File: src/rtl/seg_scan_mux_if.sv
// Signal bundle between the stopwatch counter/decoder side and the
// seg_scan_mux display scan driver.
interface seg_scan_mux_if #(
    parameter int DIGITS = 4
);
    logic [4*DIGITS-1:0] digits_bcd;
    logic                blank_lz;
    logic [DIGITS-1:0]   dp_mask;
    logic [3:0]          bcd_out;
    logic [DIGITS-1:0]   an_n;
    logic                dp_n;
    logic                frame_start;

    // Producer of the time value; consumer of the scan outputs.
    modport master (
        output digits_bcd, blank_lz, dp_mask,
        input  bcd_out, an_n, dp_n, frame_start
    );

    // The scan driver itself.
    modport slave (
        input  digits_bcd, blank_lz, dp_mask,
        output bcd_out, an_n, dp_n, frame_start
    );
endinterface

File: src/rtl/seg_scan_mux.sv
// Time-multiplexed 7-segment scan driver. Snapshots the BCD value once per
// frame (tear-free), walks one digit per slot with a dead-time gap at the
// start of each slot, and optionally blanks leading zeros.
module seg_scan_mux #(
    parameter int DIGITS   = 4,
    parameter int SCAN_DIV = 50000,
    parameter int DEAD     = 500
) (
    input  logic          clk,
    input  logic          rst_n,
    seg_scan_mux_if.slave bus
);
    localparam int CNT_W = (SCAN_DIV > 1) ? $clog2(SCAN_DIV) : 1;
    localparam int IDX_W = (DIGITS > 1) ? $clog2(DIGITS) : 1;
    localparam logic [CNT_W-1:0] CNT_LAST = CNT_W'(SCAN_DIV - 1);
    localparam logic [IDX_W-1:0] IDX_LAST = IDX_W'(DIGITS - 1);

    logic [CNT_W-1:0]    cnt_q,  cnt_d;
    logic [IDX_W-1:0]    idx_q,  idx_d;
    logic [4*DIGITS-1:0] snap_q, snap_d;
    logic                blz_q,  blz_d;
    logic [DIGITS-1:0]   dpm_q,  dpm_d;

    logic [3:0]          bcd_q,  bcd_d;
    logic [DIGITS-1:0]   an_q,   an_d;
    logic                dp_q,   dp_d;
    logic                fs_q,   fs_d;

    logic [DIGITS-1:0]   blank_vec;
    logic                nz_above;
    logic [3:0]          sel_nib;
    logic                sel_blank;
    logic                sel_dp;
    logic                anode_on;

    // Slot/digit sequencing; inputs are captured only on the frame wrap edge.
    always_comb begin
        cnt_d  = cnt_q + CNT_W'(1);
        idx_d  = idx_q;
        snap_d = snap_q;
        blz_d  = blz_q;
        dpm_d  = dpm_q;
        if (cnt_q == CNT_LAST) begin
            cnt_d = '0;
            if (idx_q == IDX_LAST) begin
                idx_d  = '0;
                snap_d = bus.digits_bcd;
                blz_d  = bus.blank_lz;
                dpm_d  = bus.dp_mask;
            end else begin
                idx_d = idx_q + IDX_W'(1);
            end
        end
    end

    // Leading-zero map: scan from the most significant digit down, a digit is
    // blanked while everything at and above it is zero (digit 0 always shown).
    always_comb begin
        nz_above  = 1'b0;
        blank_vec = '0;
        for (int j = DIGITS - 1; j >= 0; j--) begin
            nz_above     = nz_above | (snap_d[4*j +: 4] != 4'h0);
            blank_vec[j] = blz_d && (j != 0) && !nz_above;
        end
    end

    // Select the digit for the upcoming slot and form the registered outputs,
    // so the outputs line up with the slot they describe.
    always_comb begin
        sel_nib   = 4'h0;
        sel_blank = 1'b0;
        sel_dp    = 1'b0;
        for (int j = 0; j < DIGITS; j++) begin
            if (idx_d == IDX_W'(j)) begin
                sel_nib   = snap_d[4*j +: 4];
                sel_blank = blank_vec[j];
                sel_dp    = dpm_d[j];
            end
        end
        anode_on = (int'(cnt_d) >= DEAD);
        bcd_d    = sel_blank ? 4'hF : sel_nib;
        an_d     = anode_on ? ~(DIGITS'(1) << idx_d) : '1;
        dp_d     = anode_on ? ~sel_dp : 1'b1;
        fs_d     = (idx_d == '0) && (cnt_d == '0);
    end

    // State and output registers; reset parks at the last slot so the first
    // released edge is a frame boundary.
    always_ff @(posedge clk) begin
        if (!rst_n) begin
            cnt_q  <= CNT_LAST;
            idx_q  <= IDX_LAST;
            snap_q <= '0;
            blz_q  <= 1'b0;
            dpm_q  <= '0;
            bcd_q  <= 4'hF;
            an_q   <= '1;
            dp_q   <= 1'b1;
            fs_q   <= 1'b0;
        end else begin
            cnt_q  <= cnt_d;
            idx_q  <= idx_d;
            snap_q <= snap_d;
            blz_q  <= blz_d;
            dpm_q  <= dpm_d;
            bcd_q  <= bcd_d;
            an_q   <= an_d;
            dp_q   <= dp_d;
            fs_q   <= fs_d;
        end
    end

    assign bus.bcd_out     = bcd_q;
    assign bus.an_n        = an_q;
    assign bus.dp_n        = dp_q;
    assign bus.frame_start = fs_q;

endmodule

File: src/flat_wrapper.sv
// flat-port wrapper written by rule: the top's interface ports become plain ports
module seg_scan_mux_flat 
#(
    parameter int DIGITS   = 4,
    parameter int SCAN_DIV = 50000,
    parameter int DEAD     = 500
)
  (clk, rst_n, bus_digits_bcd, bus_blank_lz, bus_dp_mask, bus_bcd_out, bus_an_n, bus_dp_n, bus_frame_start);
  seg_scan_mux_if #(.DIGITS(DIGITS)) bus_i ();
  input  logic clk;
  input  logic rst_n;
  input wire logic [$bits(bus_i.digits_bcd)-1:0] bus_digits_bcd;
  input wire logic [$bits(bus_i.blank_lz)-1:0] bus_blank_lz;
  input wire logic [$bits(bus_i.dp_mask)-1:0] bus_dp_mask;
  output wire logic [$bits(bus_i.bcd_out)-1:0] bus_bcd_out;
  output wire logic [$bits(bus_i.an_n)-1:0] bus_an_n;
  output wire logic [$bits(bus_i.dp_n)-1:0] bus_dp_n;
  output wire logic [$bits(bus_i.frame_start)-1:0] bus_frame_start;
  assign bus_i.digits_bcd = bus_digits_bcd;
  assign bus_i.blank_lz = bus_blank_lz;
  assign bus_i.dp_mask = bus_dp_mask;
  assign bus_bcd_out = bus_i.bcd_out;
  assign bus_an_n = bus_i.an_n;
  assign bus_dp_n = bus_i.dp_n;
  assign bus_frame_start = bus_i.frame_start;
  seg_scan_mux #(.DIGITS(DIGITS), .SCAN_DIV(SCAN_DIV), .DEAD(DEAD)) u_core (.clk(clk), .rst_n(rst_n), .bus(bus_i));
endmodule
File: config.mk
export PLATFORM = sky130hd
export DESIGN_NAME = seg_scan_mux_flat
export DESIGN_NICKNAME = d
export VERILOG_FILES = /design/src/rtl/seg_scan_mux_if.sv /design/src/rtl/seg_scan_mux.sv /design/src/flat_wrapper.sv
export SDC_FILE = /design/constraint.sdc
export NUM_CORES = 1
export LEC_CHECK = 0
export ABC_AREA = 0
export BUFFER_PORTS_ARGS = -buffer_cell sky130_fd_sc_hd__buf_2
export CAP_MARGIN = 20
export CELL_PAD_IN_SITES_DETAIL_PLACEMENT = 0
export CELL_PAD_IN_SITES_GLOBAL_PLACEMENT = 1
export CORE_MARGIN = 1
export CORE_UTILIZATION = 43
export CTS_CLUSTER_SIZE = 25
export DETAILED_ROUTE_END_ITERATION = 16
export PLACE_DENSITY_LB_ADDON = 0.3
export SLEW_MARGIN = 25
export SYNTH_ARGS = -nofsm -noshare
export SYNTH_HDL_FRONTEND = slang
export SYNTH_SLANG_ARGS = --single-unit
File: constraint.sdc
create_clock -name clk -period 3.7 [get_ports clk]
set_input_delay 0 -clock clk [delete_from_list [all_inputs] [get_ports clk]]
set_output_delay 0 -clock clk [all_outputs]
set_load 0.01 [all_outputs]
; ---- After elaboration in Yosys (flattened, before gate mapping)
; Cells that the tools add are included.
[totals]
reg_bits = 49
inputBits = 23
[classes]
n_reduce_logical = 14
n_shift = 1
n_lt_le_gt_ge = 1
muxes = 20
n_bitwise = 5
addsub = 2
n_eq_ne = 5
[op_table]
columns = cell, count
row1 = $mux 16, 3
row2 = $mux 4, 6
row3 = $add 16x1->16 const B, 1
row4 = $eq 16x16->1 const B, 1
row5 = $ge 16x9->1 const B, 1
row6 = $logic_not 16->1, 1
row7 = $reduce_bool 4->1, 3
row8 = $mux 1, 9
row9 = $eq 2x2->1 const B, 3
row10 = $logic_and 1x1->1, 4
row11 = $mux 2, 2
row12 = $not 4->4, 1
row13 = $shl 1x2->4 const A, 1
row14 = $logic_not 1->1, 3
row15 = $add 2x1->2 const B, 1
row16 = $eq 2x1->1 const B, 1
row17 = $logic_not 2->1, 1
row18 = $not 1->1, 2
row19 = $or 1x1->1, 2
row20 = $reduce_and 2->1, 1
row21 = $reduce_or 2->1, 1

; ---- Longest topological paths before layout
; Gate-level depths: netlist of run 1.
[logic_depth]
ltp_word = 12
ltp_mapped = 9
depth_no_buf = 7

; ---- Least setup slack after synthesis of run 1
; No wires, ideal clock.
[synth_path]
path_type = register -> register
start = register u_core.cnt_q[4]
end = register u_core.fs_q (netlist: u_core.bus.frame_start)
setup_time_ns = 0.104
path_stages_with_launch = 7
setup_slack_ns = 1.116
arrival_ns = 2.480
path_cell_list = dfxtp_1 > buf_6 > or4b_4 > nor4_4 > mux2i_1 > nand3_1 > a2111oi_2
[synth_between]
elab_chain_len = 4
[synth_lines]
columns = element, line_no
row1 = "start, declared", seg_scan_mux.sv:18  ; logic [CNT_W-1:0] cnt_q, cnt_d;
row2 = "start signal, assigned", seg_scan_mux.sv:101  ; cnt_q <= cnt_d;
row3 = $add 16x1->16 or $eq 16x16->1 (tied branches), "seg_scan_mux.sv:38, seg_scan_mux.sv:43"
row4 = $mux 16 or $mux 2 (tied branches), seg_scan_mux.sv:43  ; if (cnt_q == CNT_LAST) begin
row5 = $logic_not 16->1 or $logic_not 2->1 (tied branches), seg_scan_mux.sv:84  ; fs_d = (idx_d == '0) && (cnt_d == '0);
row6 = $logic_and 1x1->1 *, seg_scan_mux.sv:84
row7 = "end signal, assigned", seg_scan_mux.sv:109  ; fs_q <= fs_d;
row8 = "end, declared", seg_scan_mux.sv:27  ; logic fs_q, fs_d;
; Mark *: on every way between the ends. The rest lies on a longest branch, timed or not.
; A chain may end at the register's enable or synchronous reset.

; ---- Final worst setup path of run 1
[layout_path]
start = register u_core.cnt_q[7]
end = register u_core.bcd_q[0] (netlist: u_core.bus.bcd_out[0])
[layout_between]
elab_chain_len = 11
[layout_lines]
columns = element, line_no
row1 = $eq 16x16->1 *, seg_scan_mux.sv:43
row2 = $mux 16, seg_scan_mux.sv:43
row3 = $reduce_bool 4->1, seg_scan_mux.sv:62  ; nz_above = nz_above | (snap_d[4*j +: 4] != 4'h0);
row4 = $or 1x1->1 (2 in a row), seg_scan_mux.sv:62
row5 = $logic_not 1->1, seg_scan_mux.sv:63  ; blank_vec[j] = blz_d && (j != 0) && !nz_above;
row6 = $logic_and 1x1->1, seg_scan_mux.sv:63
row7 = $mux 1 (3 in a row), seg_scan_mux.sv:74  ; if (idx_d == IDX_W'(j)) begin
row8 = $reduce_or 2->1 (no line), n/a
row9 = "end signal, assigned", seg_scan_mux.sv:96  ; bcd_q <= 4'hF;
row10 = "end signal, assigned", seg_scan_mux.sv:106  ; bcd_q <= bcd_d;
row11 = "end, declared", seg_scan_mux.sv:24  ; logic [3:0] bcd_q, bcd_d;
; Marked as above.

==> out/qor.yml, run 1 <==
cp-end-kind: "flop"
ir_drop_mv: 0.392
status: "finished clean"
drt_first_pass_iters: 4
ys_warn_count: 0
grt_pass1_wl_um: 10700
ys_seq_area_share_pct: 38.4
synth_common_cells: "nand2_1 (53), dfxtp_1 (49), nor2_1 (18)"
io_buffers: 32
cpPeakStageDelay_ps: 590
grt_max_degree: 44
dieHeight_um: 79.1
dp_hpwl_um: 4390
powerDensity_nw_per_um2: 830
diodes: 0
stdcell_count: 410
core_area_sq_um: 5610
p_leak_nw: 1.14
hold_depth: 3
cts_max_level: 2
clock_latency_ps: 300
dp_cells: 387
synthDistinctLibCells: 51
routedWlPerCell_um: 15.3
cp_cell_sequence: "or4_1, nor4_4, and2_1, buf_4, mux2i_1, a211o_1, o2111ai_1"
finClkSkew_ps: 5.87
worstHoldStart: "bus_digits_bcd[5]"
drcViolationCount: 0
cts_buffers: 5
hp-class: "input port to flop"
synthFlopType: "dfxtp_1"
worstPathArrival_ps: 3160
dieArea_sq_um: 6260
synthesis.nets: 325
drive_gt1_share_pct: 14.8
netlist_area_sq_um: 2560
syn_inst: 300
maxCapViolCount: 0
cp_slowest_cell: "or4_1"
synth_edf_count: 0
cts_sinks: 49
hold_path_end: "u_core.snap_q[5]$_SDFF_PN0_"
hold_viol_final: 0
ys_top_cells_by_area: "dfxtp_1 (38%), nand2_1 (7.8%), mux2i_1 (4.3%)"
nets: 362
slew_violations: 0
grt_pass1_vias: 2185
fin_crit_sh_pct: 81.7
r2r_start: "u_core.cnt_q[7]$_SDFF_PN0_"
worstMarginPinSlew_ps: 782
cts_tree: "yes"
fin_crit_ps: 3020
worstReg2RegEnd: "u_core.bus.bcd_out[0]$_SDFF_PP1_"
yosys.area.top_type: "dfxtp_1"
overflow: 0
setup_viol: 0
ys_seq_elements: 49
vias: 2307
r2r_cells: 7
cts.path.max_buffers: 2
avgSynthCellArea_sq_um: 8.52
synth.most_common_cell: "nand2_1"
path_class: "flop to flop"
maxSlewHeadroom_pct: 47.5
critPathMaxFanout: 13
num_io_pins: 33
start_util_pct: 45.6
ys_async_sr_fraction_pct: 0
tns_ps: 0
cts_root_buf: "clkbuf_8"
area_delta_synth_final_pct: 15.5
grtUsageTotal_pct: 22.0
globalplace.congestion: 0.815
start_kind: "flop"
grt_setup_unrepaired: "no"
viasPerCell: 5.63
critical_path_required_ps: 3830
clkTransAtPathRegs_ps: 90
ant_nets: 0
rows: 27
die_w_um: 79.1
antenna_found_initial: 0
wl_um: 6270
rrSetupSlack_ps: 680
first_iter_violations: 147
fmax_mhz: 331
yosysTopAreaCellShare_pct: 38.4
how the worst max path moves through the flow:
stage / depth (start not counted) / to / startpoint
6_report: 7 / u_core.bus.bcd_out[0]$_SDFF_PP1_ / u_core.cnt_q[7]$_SDFF_PN0_
5_1_grt: 7 / u_core.bus.bcd_out[0]$_SDFF_PP1_ / u_core.cnt_q[7]$_SDFF_PN0_
2_1_floorplan: 6 / u_core.bus.frame_start$_SDFF_PN0_ / u_core.cnt_q[4]$_SDFF_PN0_
4_1_cts: 7 / u_core.bus.bcd_out[0]$_SDFF_PP1_ / u_core.cnt_q[7]$_SDFF_PN0_
3_3_place_gp: 7 / u_core.bus.bcd_out[0]$_SDFF_PP1_ / u_core.cnt_q[7]$_SDFF_PN0_
3_5_place_dp: 7 / u_core.bus.bcd_out[0]$_SDFF_PP1_ / u_core.cnt_q[7]$_SDFF_PN0_
cell usage in the layout, fill, tap and decap left out, types with 5 or more instances in the layout:
master / instances
nand2_1: 53
dfxtp_1: 49
xnor2_1: 10
and3_1: 6
nor4_1: 7
nand3_1: 8
clkbuf_8: 5
mux2i_1: 11
dlygate4sd3_1: 15
buf_2: 32
o21ai_0: 15
nor2_1: 18
and2_1: 8
a21boi_0: 14
routing by layer:
metal  global-route usage (%)  vias to the layer above  part of all wire [%]
met5                        0                        -                     0
met4                     8.18                        0                   1.9
met3                     4.48                       11                   4.4
met2                     34.9                       67                    47
met1                     29.4                     1072                    46
li1                         -                     1157                     -
stage by stage:
stage | hold slack, ps | setup WS [ps] | utilization (%) | area [sq um] | total power (W)
global route | 48.5 | 451 | 52.7 | 2950 | 0.00265
finish | 31.1 | 678 | 52.7 | 2950 | 0.00245
CTS | 22.4 | 694 | 52.7 | 2950 | 0.00245
floorplan | 82.9 | 1120 | - | 2560 | 0.00184
global placement | 267 | 749 | 48.5 | 2720 | 0.00213
detailed placement | 267 | 716 | 48.5 | 2720 | 0.00213
final cells by class:
cell class	instances	area, sq um
Clock buffer	8	80.1
Sequential cell	49	981
Timing Repair Buffer	51	340
Tap cell	72	90.1
Inverter	4	15.0
Multi-Input combinational cell	226	1450
Fill cell	551	2660
timing repair:
item,CTS,global route
setup buffers,0,0
hold endpoints to repair,15,0
gates resized for setup,0,0
hold buffers,15,0
kinds of logic (layout without fill, tap and decap cells):
kind of cell / Yosys count / count (layout) / synth area share, %
compound gates: 66 / 66 / 18.6
xor+xnor: 14 / 14 / 4.80
fa+ha+maj: 2 / 2 / 0.979
buf+inv: 25 / 63 / 5.04
flops: 49 / 49 / 38.4
mux: 15 / 15 / 6.07
simple gates: 129 / 129 / 26.2
critical path: cells and delay by family, from the launching register on:
kind / cells / cell delay [ps]
AO/OA/AOI/OAI: 2 / 250
multiplexers: 1 / 230
flip-flops: 1 / 440
AND/OR/NAND/NOR: 3 / 1630
buffers and inverters: 1 / 290
flip-flops by register name (all words and copies together), names as in the netlist:
signal and count:
u_core.blz_q 1, u_core.bus.dp_n 1, u_core.bus.bcd_out 4, u_core.bus.an_n 4, u_core.snap_q 16, u_core.cnt_q 16
u_core.idx_q 2, u_core.dpm_q 4, u_core.bus.frame_start 1
report_power, final:
part	total, W	internal, W	switching, W
sequential	0.000860	0.000698	0.000162
combinational	0.00129	0.000544	0.000745
clock	0.000303	0.000135	0.000168
No activity file was read; power rests on OpenSTA's default activity.
==> run 2: changes to the inputs <==
- ABC_AREA: 0 -> 1
- CORE_UTILIZATION: 43 -> 40
- clock period: 3.7 -> 3 ns (I/O delays scaled with it)
==> out/qor.yml, run 2 <==
status: "finished clean"
synth-compound-area-share_pct: 5.71
fmax_mhz: 453
synthDistinctLibCells: 31
path_class: "flop to flop"
p_leak_nw: 1.44
ys_seq_area_share_pct: 37.9
ys_async_sr_fraction_pct: 0
cts.path.max_buffers: 2
yosys.area.top_type: "dfxtp_1"
dp_hpwl_um: 4590
dieArea_sq_um: 6790
synth_fa_ha_area_share_pct: 0.968
viasPerCell: 4.95
reg_top3: "u_core.cnt_q x16, u_core.snap_q x16"
grt_max_degree: 30
grt_pass1_vias: 2245
cts_max_level: 2
p_total_w: 0.00285
start_util_pct: 42.7
critPathMaxFanout: 22
dp_cells: 498
syn_inst: 400
ir_drop_mv: 0.524
final_cell_mix: "nand2_1 (125), nor2_1 (64), dfxtp_1 (49), nand3_1 (45), inv_1 (37)"
hp-class: "input port to flop"
maxCapViolCount: 0
area_delta_synth_final_pct: 14.1
io_buffers: 32
worstPathArrival_ps: 2460
cp-end-kind: "flop"
wl_um: 6240
fillers: 649
slew_violations: 0
die_w_um: 82.4
maxSlewHeadroom_pct: 32.2
synth_edf_count: 0
ctsResizeCount: 0
routedWlPerCell_um: 12.3
drcViolationCount: 0
synth_top_family_by_area: "simple AND/OR/NAND/NOR gates"
critical_path_required_ps: 3250
fin_crit_sh_pct: 73.6
clkTransAtPathRegs_ps: 100
cts_tree: "yes"
antenna_found_initial: 0
stdcell_count: 508
diodes: 0
ys_top_cells_by_area: "dfxtp_1 (38%), nand2_1 (18%), nor2_1 (9.3%)"
yosys.area_share.simple_pct: 44.2
nets: 457
drive_gt1_share_pct: 13.2
cpPeakStageDelay_ps: 390
synth.most_common_cell: "nand2_1"
fin_crit_ps: 2210
cts_sinks: 49
grt_setup_unrepaired: "no"
tns_ps: 0
vias: 2515
hold_viol_final: 0
grt_pass1_wl_um: 10400
powerDensity_nw_per_um2: 967
cts_buffers: 5
core_area_sq_um: 6060
cp_num_buf_inv: 0
holdWs_ps: 32.0
synthesis.nets: 425
synthFlopType: "dfxtp_1"
ant_nets: 0
globalplace.congestion: 0.907
yosysTopAreaCellShare_pct: 37.9
worstMarginPinSlew_ps: 1020
start_kind: "flop"
first_iter_violations: 141
overflow: 0
setup_viol: 0
num_io_pins: 33
avgSynthCellArea_sq_um: 6.46
synth_common_cells: "nand2_1 (125), nor2_1 (64), dfxtp_1 (49)"
cp_cell_sequence: "ha_1, nand3_4, nor2_4, nand2_4, nand2_1, nand2_1, nor2_2, nand2_1, nand3_1, nor2_1, nand3_1"
drt_first_pass_iters: 4
netlist_area_sq_um: 2580
cp_common_cell: "nand2_1"
synth_xor_area_share_pct: 1.36
cp_top_family: "simple AND/OR/NAND/NOR gates"
synthMuxAreaShare_pct: 1.94
rows: 28
dieHeight_um: 82.4
finClkSkew_ps: 9.60
grtUsageTotal_pct: 20.3
ys_warn_count: 0
ys_seq_elements: 49
layout_commonest_cell: "nand2_1"
cts_root_buf: "clkbuf_8"
cp_slowest_cell: "dfxtp_1"
clock_latency_ps: 310
fin_util_pct: 48.7
[run 2: cell type report]
class / instances / area [sq um] / share of cell area [%]
Clock buffer: 5 / 68.8 / 2.33
Sequential cell: 49 / 981 / 33.2
Timing Repair Buffer: 35 / 188 / 6.36
Tap cell: 75 / 93.8 / 3.18
Clock inverter: 3 / 68.8 / 2.33
Inverter: 40 / 150 / 5.09
Multi-Input combinational cell: 301 / 1400 / 47.5
[run 2: worst min-delay path: cells and delay by family]
family / cells / cell delay (ps)
buffers and inverters: 3 / 200
AO/OA/AOI/OAI: 1 / 70
AND/OR/NAND/NOR: 1 / 40
[run 2: repair_timing]
item / in CTS / in global routing
setup buffers: 0 / 0
hold buffers: 2 / 0
hold endpoints to repair: 2 / 0
[run 2: per-layer routing]
layer	global-route usage, %	vias to the layer above	wire (um)
met4	4.91	0	23
met1	27.3	1140	3050
met5	0	-	0
met2	33.3	44	2930
met3	3.74	2	238
li1	-	1329	-
[run 2: path summary, 6_finish.rpt]
| path | startpoint | to | slack, ps | cells after the start |
|---|---|---|---|---|
| max reg2reg | u_core.cnt_q[0]$_SDFF_PN1_ | u_core.bus.bcd_out[0]$_SDFF_PP1_ | 790 | 11 |
| min | bus_dp_mask[0] | u_core.dpm_q[0]$_SDFF_PN0_ | 30 | 5 |
| min reg2reg | u_core.snap_q[0]$_SDFF_PN0_ | u_core.snap_q[0]$_SDFF_PN0_ | 470 | 2 |
| max | u_core.cnt_q[0]$_SDFF_PN1_ | u_core.bus.bcd_out[0]$_SDFF_PP1_ | 790 | 11 |
[run 2: cell families (layout without fill, tap and decap cells)]
family,after synthesis,in the layout
mux,5,5
simple gates,263,263
xor+xnor,4,4
fa+ha+maj,2,2
buf+inv,50,83
flops,49,49
compound gates,27,27
[run 2: power breakdown]
| part | total, W | switching [W] | internal (W) |
|---|---|---|---|
| Sequential | 0.000928 | 0.0000950 | 0.000833 |
| Clock | 0.000578 | 0.000242 | 0.000336 |
| Combinational | 0.00135 | 0.000912 | 0.000436 |
| Total | 0.00285 | 0.00125 | 0.00160 |
[run 2: metrics by stage]
step	instance area (sq um)	worst slack (ps)
final	2950	793
after floorplan	2580	1220
after global placement	2790	859
after CTS	2950	807
after detailed placement	2790	830
after global routing	2950	580
